<file path="src/rtl/mem_access_unit.sv">
// MEM-stage data-memory access controller: issues one req/ack bus cycle per aligned
// load/store, stalls the pipeline until it completes, and returns the extended load word.
module mem_access_unit #(
  parameter int TIMEOUT = 255
) (
  input  logic        clk,
  input  logic        rst,
  input  logic        memread,
  input  logic        memwrite,
  input  logic [1:0]  ls_size,
  input  logic        ls_unsigned,
  input  logic [31:0] addr,
  input  logic [31:0] wdata,
  input  logic        mem_ack,
  input  logic [31:0] mem_rdata,
  output logic        mem_req,
  output logic        mem_we,
  output logic [31:0] mem_addr,
  output logic [31:0] mem_wdata,
  output logic [3:0]  mem_be,
  output logic        stall,
  output logic [31:0] load_data,
  output logic        load_valid,
  output logic        misalign_exc,
  output logic        bus_err
);

  localparam int CW = $clog2(TIMEOUT + 1);

  typedef enum logic [1:0] {IDLE, BUSY, DONE} state_t;

  state_t        state;
  logic [CW-1:0] cnt;
  logic          acc;
  logic          ld_op;
  logic [1:0]    ld_size;
  logic          ld_unsigned;
  logic [1:0]    ld_off;
  logic [31:0]   st_wdata;
  logic [3:0]    st_be;
  logic [7:0]    ld_byte;
  logic [15:0]   ld_half;
  logic [31:0]   ld_ext;

  assign misalign_exc = (memread | memwrite) &
                        (((ls_size == 2'b01) & addr[0]) | (ls_size[1] & (addr[1:0] != 2'b00)));
  assign acc   = (memread | memwrite) & ~misalign_exc;
  assign stall = ((state == IDLE) & acc) | (state == BUSY);

  // Store lanes are replicated so the memory only needs the byte enables.
  always_comb begin
    st_wdata = wdata;
    st_be    = 4'b1111;
    case (ls_size)
      2'b00: begin
        st_wdata = {4{wdata[7:0]}};
        st_be    = 4'b0001 << addr[1:0];
      end
      2'b01: begin
        st_wdata = {2{wdata[15:0]}};
        st_be    = 4'b0011 << addr[1:0];
      end
      default: begin
        st_wdata = wdata;
        st_be    = 4'b1111;
      end
    endcase
  end

  // Lane selection uses the size/offset latched at issue, not the live pipeline inputs.
  assign ld_byte = mem_rdata[{ld_off, 3'b000} +: 8];
  assign ld_half = mem_rdata[{ld_off[1], 4'b0000} +: 16];

  always_comb begin
    ld_ext = mem_rdata;
    case (ld_size)
      2'b00:   ld_ext = ld_unsigned ? {24'h0, ld_byte} : {{24{ld_byte[7]}}, ld_byte};
      2'b01:   ld_ext = ld_unsigned ? {16'h0, ld_half} : {{16{ld_half[15]}}, ld_half};
      default: ld_ext = mem_rdata;
    endcase
  end

  always_ff @(posedge clk or posedge rst) begin
    if (rst) begin
      state       <= IDLE;
      cnt         <= '0;
      mem_req     <= 1'b0;
      mem_we      <= 1'b0;
      mem_addr    <= '0;
      mem_wdata   <= '0;
      mem_be      <= '0;
      load_data   <= '0;
      load_valid  <= 1'b0;
      bus_err     <= 1'b0;
      ld_op       <= 1'b0;
      ld_size     <= '0;
      ld_unsigned <= 1'b0;
      ld_off      <= '0;
    end else begin
      load_valid <= 1'b0;
      bus_err    <= 1'b0;
      case (state)
        IDLE: begin
          if (acc) begin
            state       <= BUSY;
            cnt         <= '0;
            mem_req     <= 1'b1;
            mem_we      <= memwrite;
            mem_addr    <= {addr[31:2], 2'b00};
            mem_wdata   <= st_wdata;
            mem_be      <= memwrite ? st_be : 4'b1111;
            ld_op       <= ~memwrite;
            ld_size     <= ls_size;
            ld_unsigned <= ls_unsigned;
            ld_off      <= addr[1:0];
          end
        end
        BUSY: begin
          cnt <= cnt + CW'(1);
          if (mem_ack) begin
            state   <= DONE;
            mem_req <= 1'b0;
            if (ld_op) begin
              load_data  <= ld_ext;
              load_valid <= 1'b1;
            end
          end else if (cnt == CW'(TIMEOUT - 1)) begin
            state     <= DONE;
            mem_req   <= 1'b0;
            bus_err   <= 1'b1;
            load_data <= '0;
          end
        end
        DONE:    state <= IDLE;
        default: state <= IDLE;
      endcase
    end
  end

endmodule

</file>
<file path="config.mk">
export PLATFORM = sky130hd
export DESIGN_NAME = mem_access_unit
export DESIGN_NICKNAME = d
export VERILOG_FILES = /design/src/rtl/mem_access_unit.sv
export SDC_FILE = /design/constraint.sdc
export NUM_CORES = 1
export LEC_CHECK = 0
export BUFFER_PORTS_ARGS = -buffer_cell sky130_fd_sc_hd__buf_2
export CAP_MARGIN = 20
export CORE_ASPECT_RATIO = 0.8
export CORE_MARGIN = 4
export CORE_UTILIZATION = 44
export CTS_CLUSTER_DIAMETER = 100
export DETAILED_ROUTE_END_ITERATION = 16
export GPL_TIMING_DRIVEN = 0
export PLACE_DENSITY = 0.74
export SETUP_SLACK_MARGIN = 0.02
export SYNTH_ARGS = -nofsm -noshare
export SYNTH_HDL_FRONTEND = slang
export SYNTH_SLANG_ARGS = --single-unit
</file>
<file path="constraint.sdc">
create_clock -name clk -period 2.9 [get_ports clk]
set_input_delay 0 -clock clk [delete_from_list [all_inputs] [get_ports clk]]
set_output_delay 0 -clock clk [all_outputs]
set_load 0.02 [all_outputs]
</file>
=== Word-level counts from Yosys, hierarchy flattened ===
Cells that the tools add are included.

* Register bits after elaboration: 118
* Latch bits: 0
* Bits in writable memories: 0
* ROM bits: 0
* Bits of input ports: 104
* Output and inout bits: 106
* Logic and storage cells: 72
* Memories: 0

* Add/sub/neg operators: 1
* $mul: 0
* Div/mod/pow operators: 0
* $lt $le $gt $ge: 0
* Eq/ne operators: 7
* Shift-type cells: 4
* Muxes and demuxes: 25
* Bitwise operators: 10
* Reduce and logical (&&, ||, !) cells: 11

{| class="wikitable"
|+ Operators by type and width
! cell !! number
|-
| 2-to-1 mux 32 bit || 5
|-
| one-hot mux 32 bit (2 select lines) || 2
|-
| variable part select 32 x 6 -> 16 bit || 1
|-
| variable part select 32 x 6 -> 8 bit || 1
|-
| one-hot mux 8 bit (2 select lines) || 1
|-
| 2-to-1 mux 1 bit || 9
|-
| adder 8 x 1 -> 8 bit (second input constant) || 1
|-
| == test 8 bit (second input constant) || 1
|-
| 2-to-1 mux 8 bit || 1
|-
| one-hot mux 4 bit (2 select lines) || 1
|-
| == test 2 x 1 -> 1 bit (second input constant) || 3
|-
| zero test 2 bit || 3
|-
| 2-to-1 mux 2 bit || 3
|-
| AND reduction 2 bit || 3
|-
| AND reduction 3 bit || 2
|-
| nonzero test 2 bit || 3
|-
| AND 1 bit || 5
|-
| 2-to-1 mux 4 bit || 1
|-
| one-hot mux 2 bit (2 select lines) || 1
|-
| left shift 1 x 2 -> 4 bit (first input constant) || 1
|-
| left shift 2 x 2 -> 4 bit (first input constant) || 1
|-
| != test 3 x 2 -> 1 bit (second input constant) || 1
|-
| OR 1 bit || 3
|-
| != test 2 x 1 -> 1 bit (second input constant) || 1
|-
| other kinds (3) || 4
|}

=== Depth between registers and ports, before layout ===
* Depth after elaboration: 8
* Gate-level depth with buffers: 7

=== Least setup slack after synthesis ===
No wires, ideal clock.

* Path kind: register to register
* Start point: register state[0]
* End point: register load_data[16]
* Library setup time: 0.126 ns
* Arrival time: 1.516 ns
* Required time: 2.774 ns
* Path slack: 1.258 ns
* Stages on the path, launching flop included: 8
* Clock period less this slack: 1.642 ns
* Cells stage by stage: dfrtp_1 -> nor2b_4 -> buf_6 -> and3_4 -> and3_1 -> buf_2 -> buf_2 -> a221o_1

* Word-level cells in the longest chain between the ends: 2

{| class="wikitable"
|+ Ends and longest elaborated chain
! element !! line !! source
|-
| start: declaration || 32 || <nowiki>state_t state;</nowiki>
|-
| start signal: assignment || 85 || <nowiki>state <= IDLE;</nowiki>
|-
| start signal: assignment || 105 || <nowiki>state <= BUSY;</nowiki>
|-
| start signal: assignment || 121 || <nowiki>state <= DONE;</nowiki>
|-
| == test 2 x 1 -> 1 bit || 102 || <nowiki>case (state)</nowiki>
|-
| AND reduction 3 bit (no source line) || n/a ||
|-
| end signal: assignment || 124 || <nowiki>load_data <= ld_ext;</nowiki>
|-
| end: declaration || 22 || <nowiki>output logic [31:0] load_data,</nowiki>
|}

No other way between the ends.
A chain may end at the register's enable or synchronous reset.

=== Worst setup path in the final report ===
* Start point: register ld_off[0]
* End point: register load_data[0]

* Word-level cells in the longest chain between the ends: 5

{| class="wikitable"
|+ Ends and longest elaborated chain
! element !! line !! source
|-
| start: declaration || 38 || <nowiki>logic [1:0] ld_off;</nowiki>
|-
| start signal: assignment || 115 || <nowiki>ld_off <= addr[1:0];</nowiki>
|-
| variable part select 32 x 6 -> 8 bit || 71 || <nowiki>assign ld_byte = mem_rdata[{ld_off, 3'b000} +: 8];</nowiki>
|-
| 2-to-1 mux 32 bit || 77 || <nowiki>2'b00: ld_ext = ld_unsigned ? {24'h0, ld_byte} : {{24{ld_byte[7]}}, ld_byte};</nowiki>
|-
| one-hot mux 32 bit (2 select lines) || 76 || <nowiki>case (ld_size)</nowiki>
|-
| 2-to-1 mux 32 bit || 123 || <nowiki>if (ld_op) begin</nowiki>
|-
| 2-to-1 mux 32 bit || 120 || <nowiki>if (mem_ack) begin</nowiki>
|}

No other way between the ends. The select of a mux whose other input is x is not followed.

==> metrics.txt <==
initial antenna violation count 1; Synth Cell Area between 5000 and 6000 µm²; logic depth of the worst path, buffers included 5; VDD IR max ~0.56 mV; Synthesis Warnings 0; Post-Route WL between 15,000 and 20,000 µm; nature of the critical path endpoint register; Layout Cells excl Fill 952; Crit path max-delay family compound AO/OA/AOI/OAI gates; Clock Sinks 118; Routed Antenna Nets 0; slew margin rel. between 50% and 60%; Core Area between 10,000 and 15,000 µm²; Synth Instances ~460; Hold Crit Class input port to register; CP bufs+invs 1; Async S/R FF share, synth 100%; Worst R2R Path Depth 5; vias 5,154; Slew Limit Fails 0; final net count ~900; crit-path max FO 10; adder-cell share of the synthesized area less than 1%; DRC violations left 0; Worst-Margin Slew between 600 and 700 ps; largest net degree at the start of global routing between 40 and 50; CTS root buf clkbuf_16; outcome completed; Crit Path Class register to register; top_reg_cell synth dfrtp_1; FF-to-FF setup slack roughly 900 ps; WHS Path Cells 4; CP peak stage delay 430 ps; drt wl/cell between 15 and 20 µm; DRT Pass-1 Iters 6; crit share post-route between 60 and 70%; mean number of vias per cell 5.41; Die Ht ~110 µm; Avg Inst Size Synth roughly 12 µm²; fmax around 500 MHz; clk slew on worst S/H paths about 60 ps; arrival time worst endpoint between 2000 and 2500 ps; setup bufs post-CTS 0; Placed Cells just over 800; worst-path cell chain nor2b_1 -> clkbuf_1 -> o21a_1 -> o21ai_0 -> o2bb2ai_1; die area roughly 14,000 µm²; grt ovf 0; Yosys reg bits ~120; Final Critical Period between 1500 and 2000 ps; EDFF count, synth 0; Lkg Pwr 3.98 nW; area grow syn2layout 52.9%; share of cells above drive strength 1 a little over a third; total track usage between 20% and 30%; multiplexer area fraction after synthesis between 10% and 20%; Routability Congestion 0.900; final hold vios 0; port bufs just over 200; Initial Util between 40% and 50%; number of global-route vias before repair 5,614; TritonCTS clock tree built; Reg-to-Reg End load_data[0]$_DFFE_PP0P_; Horiz. Die Dim around 130 µm; Compound-Gate Fraction of Synth Area between 10% and 20%; worst skew pair latency around 400 ps; WP data required 3210 ps; first-pass GRT wire length approximately 28,000 µm; htree depth 4; initial DRC count between 300 and 400; setup violators final 0; RSZ-0062 raised after global routing no; simple-gate share of the synthesized area around a tenth; Setup Total Neg Slack 0 ps; clk_skew 11.3 ps; detailed placement HPWL between 10,000 and 15,000 µm; clock buffer depth 2; Synth Area in XOR/XNOR 0.163%; Worst Hold End mem_wdata[12]$_DFFE_PP0P_; Num CTS Buffers 17; Power Density between 900 and 1000 nW/µm²; row count 35; I/O pins 210; hold path start ls_size[1]; dominant combinational cell family by area after synthesis multiplexers; CP Launch Type register; Synth cell types 49; hold-fix buffers at CTS 100; Max-Cap Viols 0; cts repair resizes 0; Slowest-stage cell, CP clkbuf_1; r2r startpoint ld_off[0]$_DFFE_PP0P_; Seq/Total Area, Yosys a little under three fifths
-- flip-flops by register name (all words and copies together), names as in the netlist --
register and flops:
bus_err 1, ld_off 2, ld_unsigned 1, mem_wdata 32, load_data 32, state 2, mem_addr 30, mem_be 4
cnt 8, mem_we 1, load_valid 1, ld_size 2, mem_req 1, ld_op 1
-- cells in the mapped netlist (9+ instances only) --
cell type | instances | area, µm²
a21oi_1 | 19 | 95.1
a221o_1 | 16 | 160
buf_2 | 14 | 70.1
dfrtp_1 | 118 | 2950
mux2_1 | 33 | 372
mux2_2 | 13 | 146
mux2i_1 | 32 | 320
nand2_1 | 37 | 139
nand3_1 | 9 | 45.0
nor2_1 | 21 | 78.8
nor2b_1 | 10 | 62.6
o21ai_0 | 51 | 255
o2bb2ai_1 | 14 | 123
-- metrics by stage --
step	instance area (µm²)	hold slack [ps]	total power, mW	setup WS (ps)	utilization [%]
floorplan	5370	96.6	4.65	1260	-
global placement	6590	213	5.68	760	56.4
detailed placement	6650	-32.3	5.79	1020	56.9
CTS	8190	50.5	7.84	1020	70.0
global route	8190	70.6	8.28	814	70.1
finish	8200	71.0	7.86	900	70.1
-- power by group --
part | internal, mW | switching (mW)
clock | 1.20 | 0.721
sequential | 2.33 | 0.398
combinational | 1.26 | 1.94
total | 4.80 | 3.06
-- logic make-up (layout without fill, tap and decap cells) --
group / count (synthesis) / after routing
and+or+nand+nor: 103 / 103
xor gates and xnor gates: 1 / 1
other: 1 / 4
DFF: 118 / 118
buffers and inverters: 41 / 381
muxes: 79 / 79
adders and majority gates: 2 / 2
AOI/OAI and AO/OA: 116 / 116
-- area by class of cell --
class	count	area, µm²
tap	148	185
timing repair buffer	310	2100
sequential	118	2950
antenna	2	5.00
clock inverter	9	80.1
clock buffer	21	460
multi-input combinational	303	2190
buffer	34	198
fill	825	3500
inverter	7	30.0
-- cells in the final DEF, fill, tap and decap left out, types with 6 or more instances in the layout --
master / count
mux2_1: 33
dfrtp_1: 118
nand3_1: 9
nor2b_1: 10
mux2i_1: 32
inv_1: 6
nor2_1: 21
or3_1: 7
a221o_1: 16
clkbuf_1: 10
o21ai_0: 51
buf_4: 8
clkbuf_16: 17
mux2_2: 13
nand2_1: 37
dlygate4sd3_1: 100
o2bb2ai_1: 14
a21oi_1: 19
buf_2: 221
-- worst max path at each step --
stage,to,start,slack (ps)
6_report,load_data[0]$_DFFE_PP0P_,ld_off[0]$_DFFE_PP0P_,900
4_1_cts,load_data[19]$_DFFE_PP0P_,cnt[0]$_DFFE_PP0P_,1020
3_5_place_dp,load_data[19]$_DFFE_PP0P_,cnt[0]$_DFFE_PP0P_,1020
5_1_grt,load_data[0]$_DFFE_PP0P_,ld_off[0]$_DFFE_PP0P_,810
2_1_floorplan,load_data[16]$_DFFE_PP0P_,state[0]$_DFFE_PP0P_,1260
3_3_place_gp,mem_addr[31]$_DFFE_PP0P_,rst,760
-- worst min-delay path: cells and delay by family --
kind / cells / cell delay, ps
multiplexers: 1 / 140
buffers and inverters: 1 / 110
AND/OR/NAND/NOR: 1 / 90
AO/OA/AOI/OAI: 1 / 90
-- layer usage --
metal  vias up  share of wire, %  track usage [%]
met5         -                 0                0
met1      2471                39             30.2
met3        77               7.6             8.40
met2       280                49             42.2
li1       2326                 -                -
met4         0               4.5             13.0
(Power assumes the default switching activity.)
